--- src/rtl/auction_vickrey_sched.sv ---
`default_nettype none
// ============================================================================
//  Module      : auction_vickrey_sched
//  Description : Sequential second-price (Vickrey) auction scheduler.
//                Holds a host-written bank of 2**LOGB bids of N bits and, on
//                start, scans it one bid per cycle through a single shared
//                compare/select path. Publishes the winner index (binary and
//                one-hot), the winning bid and the clearing price (the
//                second-highest bid) together with a one-cycle done pulse.
//  Revision    : 1.0  initial release
// ============================================================================
module auction_vickrey_sched #(
    parameter int N    = 8,
    parameter int LOGB = 3
) (
    input  logic                 clk,
    input  logic                 rst_n,
    input  logic                 bid_we,
    input  logic [LOGB-1:0]      bid_addr,
    input  logic [N-1:0]         bid_data,
    input  logic                 start,
    output logic                 busy,
    output logic                 done,
    output logic [LOGB-1:0]      winner,
    output logic [2**LOGB-1:0]   winner_onehot,
    output logic [N-1:0]         max_bid,
    output logic [N-1:0]         price
);

    // Bank depth and the index of the last entry; the scan ends on that index.
    localparam int              c_nb       = 2**LOGB;
    localparam logic [LOGB-1:0] c_last_idx = LOGB'(c_nb - 1);

    // Controller states.
    typedef enum logic [1:0] {
        S_IDLE = 2'd0,
        S_SCAN = 2'd1,
        S_DONE = 2'd2
    } state_t;

    // ------------------------------------------------------------------------
    // State registers and their next-state values
    // ------------------------------------------------------------------------
    state_t          state_q,  state_d;
    logic [LOGB-1:0] idx_q,    idx_d;
    logic [N-1:0]    best_q,   best_d;
    logic [N-1:0]    second_q, second_d;
    logic [LOGB-1:0] widx_q,   widx_d;
    logic [N-1:0]    bank_q [c_nb];
    logic [N-1:0]    bank_d [c_nb];

    // Published results; these only change on the final scan edge.
    logic [LOGB-1:0] winner_q,  winner_d;
    logic [N-1:0]    max_bid_q, max_bid_d;
    logic [N-1:0]    price_q,   price_d;
    logic            busy_q,    busy_d;
    logic            done_q,    done_d;

    // ------------------------------------------------------------------------
    // Shared compare/select path, fed by the bank entry under the scan index
    // ------------------------------------------------------------------------
    logic [N-1:0]    w_cur_bid;
    logic            w_gt_best;
    logic            w_gt_second;
    logic            w_last;
    logic [N-1:0]    w_best_nxt;
    logic [N-1:0]    w_second_nxt;
    logic [LOGB-1:0] w_widx_nxt;

    // Evaluate one bid against the running best/second; strict compares keep
    // the lowest index on a tie and push the tied value into second place.
    always_comb begin
        w_cur_bid    = bank_q[idx_q];
        w_gt_best    = (w_cur_bid > best_q);
        w_gt_second  = (w_cur_bid > second_q);
        w_last       = (idx_q == c_last_idx);
        w_best_nxt   = best_q;
        w_second_nxt = second_q;
        w_widx_nxt   = widx_q;
        if (w_gt_best) begin
            w_second_nxt = best_q;
            w_best_nxt   = w_cur_bid;
            w_widx_nxt   = idx_q;
        end else if (w_gt_second) begin
            w_second_nxt = w_cur_bid;
        end
    end

    // ------------------------------------------------------------------------
    // Next-state logic for the controller, bank and result registers
    // ------------------------------------------------------------------------
    // Compute every next value; anything not explicitly updated holds.
    always_comb begin
        state_d   = state_q;
        idx_d     = idx_q;
        best_d    = best_q;
        second_d  = second_q;
        widx_d    = widx_q;
        bank_d    = bank_q;
        winner_d  = winner_q;
        max_bid_d = max_bid_q;
        price_d   = price_q;

        case (state_q)
            S_IDLE: begin
                // The host may only write the bank while no scan is running,
                // so a write and a start on the same edge scan the new value.
                if (bid_we) begin
                    bank_d[bid_addr] = bid_data;
                end
                if (start) begin
                    state_d  = S_SCAN;
                    idx_d    = '0;
                    best_d   = '0;
                    second_d = '0;
                    widx_d   = '0;
                end
            end

            S_SCAN: begin
                best_d   = w_best_nxt;
                second_d = w_second_nxt;
                widx_d   = w_widx_nxt;
                // Index wraps to zero on the terminal count.
                idx_d    = idx_q + LOGB'(1);
                if (w_last) begin
                    // Results take the values produced by this final edge,
                    // so the outputs never expose a partial scan.
                    state_d   = S_DONE;
                    winner_d  = w_widx_nxt;
                    max_bid_d = w_best_nxt;
                    price_d   = w_second_nxt;
                end
            end

            S_DONE: begin
                state_d = S_IDLE;
            end

            default: begin
                state_d = S_IDLE;
            end
        endcase

        // Status flags are registered from the next state so they line up
        // exactly with the state they describe.
        busy_d = (state_d == S_SCAN);
        done_d = (state_d == S_DONE);
    end

    // Register all state; reset clears the bank and aborts any scan at once.
    always_ff @(posedge clk or negedge rst_n) begin
        if (!rst_n) begin
            state_q   <= S_IDLE;
            idx_q     <= '0;
            best_q    <= '0;
            second_q  <= '0;
            widx_q    <= '0;
            winner_q  <= '0;
            max_bid_q <= '0;
            price_q   <= '0;
            busy_q    <= 1'b0;
            done_q    <= 1'b0;
            for (int i = 0; i < c_nb; i++) begin
                bank_q[i] <= '0;
            end
        end else begin
            state_q   <= state_d;
            idx_q     <= idx_d;
            best_q    <= best_d;
            second_q  <= second_d;
            widx_q    <= widx_d;
            winner_q  <= winner_d;
            max_bid_q <= max_bid_d;
            price_q   <= price_d;
            busy_q    <= busy_d;
            done_q    <= done_d;
            for (int i = 0; i < c_nb; i++) begin
                bank_q[i] <= bank_d[i];
            end
        end
    end

    // ------------------------------------------------------------------------
    // Outputs
    // ------------------------------------------------------------------------
    assign busy    = busy_q;
    assign done    = done_q;
    assign winner  = winner_q;
    assign max_bid = max_bid_q;
    assign price   = price_q;

    // One-hot decode of the registered winner index.
    generate
        for (genvar i = 0; i < c_nb; i++) begin : g_onehot
            assign winner_onehot[i] = (winner_q == LOGB'(i));
        end
    endgenerate

endmodule
`default_nettype wire

--- config.mk ---
export PLATFORM = sky130hd
export DESIGN_NAME = auction_vickrey_sched
export DESIGN_NICKNAME = d
export VERILOG_FILES = /design/src/rtl/auction_vickrey_sched.sv
export SDC_FILE = /design/constraint.sdc
export NUM_CORES = 1
export LEC_CHECK = 0
export CAP_MARGIN = 10
export CORE_ASPECT_RATIO = 1.5
export CORE_MARGIN = 10
export CORE_UTILIZATION = 30
export DETAILED_ROUTE_END_ITERATION = 12
export GPL_TIMING_DRIVEN = 0
export SETUP_SLACK_MARGIN = 0.2
export SYNTH_ARGS = -nofsm -noshare
export SYNTH_HDL_FRONTEND = slang
export SYNTH_SLANG_ARGS = --single-unit
--- constraint.sdc ---
create_clock -name clk -period 5.3 [get_ports clk]
set_clock_uncertainty 0.15 [all_clocks]
set_input_delay 1.59 -clock clk [delete_from_list [all_inputs] [get_ports clk]]
set_output_delay 1.59 -clock clk [all_outputs]
set_load 0.02 [all_outputs]
==> out/qor.txt <==
Placeable Area - 0.01742 mm^2
Clk buf depth - 2
CP delay by family, top - compound AO/OA/AOI/OAI gates
First-iteration detailed-routing DRC count - 226
Die height - 183.5 um
Placed Instances - 673
Worst R2R Setup Slack - 1.67 ns
Via count - 3493
WHS Endpoint - max_bid[5]
Critical path class - reg2reg
Final setup viols - 0
Crit start category - flop
Critical Path AT - 3.70 ns
CTS Buf Count - 9
Worst Path Required - 5.38 ns
Initial Utilization - 30.70%
Max Slew Vio Count - 0
Final net count - 504
Io pins - 44
Post-synthesis sequential area ratio - 51.01%
Area Growth Syn to Fin - 19.28%
R2r endpoint - price[2]
Clock root cell - clkbuf_16
CTS tree - yes
Routed wire per std cell - 18.02 um
Setup ws final - 1.675 ns
Slowest-stage cell, CP - mux4_2
Worst-path clk slew - 0.07 ns
Cell area after technology mapping - 0.005348 mm^2
Worst slew margin - 62.85%
Skew-Pair Late Insertion Delay - 0.35 ns
Hold crit path type - reg2reg
Number of flops mapped to enable cells by yosys - 0
Max Cap Viol - 0
Post-synth cell types - 45
Async SR Flop Fraction - 100.0%
Net count after synthesis - 449
Outcome - finished, final reports clean
Drt pass-1 iters - 4
Synthesis warning total - 0
Fillers - 1721
Post-route minimum period - 3.625 ns
Crit path buf inv count - 2
Placer congestion estimate - 0.7914
Slowest stage delay, CP - 0.52 ns
Area of the die - 0.02368 mm^2
Hold_sp - max_bid[5]
Pin count of the biggest net entering global routing - 75
Commonest non-fill, non-tap cell in the layout - dfrtp_1
Die Wd - 129.0 um
Worst reg2reg path startpoint - idx_q[1]
DRC viols - 0
DP HPWL - 9155 um
Syn avg cell area - 12.85 um^2
Final Hold Viols - 0
Htree depth - 3
CP max FO - 10
Number of port buffers - 43
Share of layout cells above drive strength 1 - 25.84%
Post-CTS resize count - 0
Total Wirelength - 12420 um
Sink Count - 109
Vias in the first global route - 3724
Hold path depth - 2
GRT Total Usage - 10.93%
Crit-path cells - buf_6 -> mux4_2 -> mux2_4 -> ha_1 -> nor2b_1 -> o211ai_1 -> a21oi_1 -> o22ai_2 -> buf_2 -> a2bb2oi_1 -> o21ai_0
Synth Instances - 416
Routed Antenna Nets - 0
Placement row count - 59
Path depth of the worst reg2reg path - 11
Worst Tran Pin Value - 0.5559 ns
Antenna diodes - 0
Hold Buf Count CTS - 0
Final non-filler cell total - 689
Max Clk Rate - 275.8 MHz
Most frequent cells in the layout - 109 x dfrtp_1, 67 x mux2_2, 43 x nand2_1, 42 x clkdlybuf4s50_1, 19 x mux2i_1
Ys flop type - dfrtp_1
Initial antenna violation count - 0
Post-synthesis register bit count - 109
# Post-CTS Setup Buffers - 0
RSZ-0062 raised after global routing - no
Worst Setup End Kind - flop
Dpl ws - 1.702 ns
First-pass GRT wire length - 20460 um
GRT overflow - 0
DR vias/cell - 5.070
Period utilization - 68.40%
[Yosys cell counts, types with 2 or more instances]
cell type / instances / area, um^2
nor2_1: 9 / 33.78
a22o_2: 3 / 30.03
mux4_2: 13 / 292.8
nor3b_1: 3 / 22.52
ha_1: 18 / 225.2
o21ai_0: 15 / 75.07
and3_1: 3 / 18.77
a31oi_1: 3 / 18.77
mux2_4: 5 / 75.07
and2b_1: 2 / 15.01
inv_1: 18 / 67.56
nor2b_1: 4 / 25.02
a21oi_1: 8 / 40.04
o221ai_1: 8 / 70.07
a22o_1: 10 / 87.58
buf_2: 9 / 45.04
buf_4: 2 / 15.01
nand4_1: 4 / 25.02
mux2i_1: 19 / 190.2
o211ai_1: 2 / 15.01
a2bb2oi_1: 8 / 70.07
dfrtp_1: 109 / 2728
mux2_2: 67 / 754.5
nand2_1: 43 / 161.4
clkbuf_1: 6 / 22.52
and3b_1: 2 / 17.52
o21ai_1: 4 / 20.02
nand3_1: 2 / 10.01
[per-layer routing]
layer  global-route usage [%]  share of wire [%]  vias to the layer above
li1                         -                  -                     1638
met1                    12.34                 40                     1784
met2                    19.95                 55                       63
met3                    2.627                4.6                        8
met4                    2.830               0.99                        0
met5                        0                  0                        -
[cell type report]
| cell class | count | area (um^2) | share of cell area [%] |
|---|---|---|---|
| sequential | 109 | 2728 | 42.76 |
| clock buffer | 11 | 242.7 | 3.805 |
| tap | 213 | 266.5 | 4.178 |
| clock inverter | 5 | 66.31 | 1.040 |
| inverter | 19 | 71.32 | 1.118 |
| multi-input combinational | 270 | 2455 | 38.49 |
| timing repair buffer | 44 | 455.4 | 7.140 |
| buffer | 18 | 93.84 | 1.471 |
[flip-flops by register name (all words and copies together), names as in the netlist]
name and count:
bank_q 64, best_q 8, busy 1, done 1
idx_q 3, max_bid 8, price 8, second_q 8
state_q 2, widx_q 3, winner 3
[worst max path at each step]
stage,startpoint,to,slack (ns),depth (start not counted)
final,idx_q[1],price[2],1.67,11
after floorplan,idx_q[1],best_q[7],2.24,11
after global routing,idx_q[1],price[2],1.47,11
after CTS,idx_q[1],price[5],1.65,11
after global placement,rst_n,bank_q[31],-1.48,1
after detailed placement,idx_q[1],price[2],1.70,11
[worst register-to-register path: stages (launching register included)]
cell and delay (ns):
dfrtp_1 0.43, buf_6 0.22, mux4_2 0.53, mux2_4 0.33, ha_1 0.32, nor2b_1 0.14
o211ai_1 0.16, a21oi_1 0.12, o22ai_2 0.46, buf_2 0.34, a2bb2oi_1 0.20, o21ai_0 0.10
[stage by stage]
step	hold slack, ns	util (%)	TNS, ns	area [um^2]
2_1_floorplan	0.3157	-	0	5348
3_3_place_gp	0.3108	34.70	-160.76	6045
3_5_place_dp	0.3199	34.84	0	6070
4_1_cts	0.3353	36.61	0	6379
5_1_grt	0.3643	36.61	0	6379
6_report	0.3260	36.61	0	6379
[cell families after synthesis]
kind of cell	Yosys count	synth area share [%]
flip-flops	109	51.01
multiplexers	105	25.04
AND/OR/NAND/NOR	79	7.253
AO/OA/AOI/OAI	68	9.406
buffers and inverters	37	3.088
adder cells (fa/ha/maj)	18	4.212
Power is left out: the tool's default activity adds up to more than one toggle a clock period on the data nets, which glitch-free logic cannot reach.
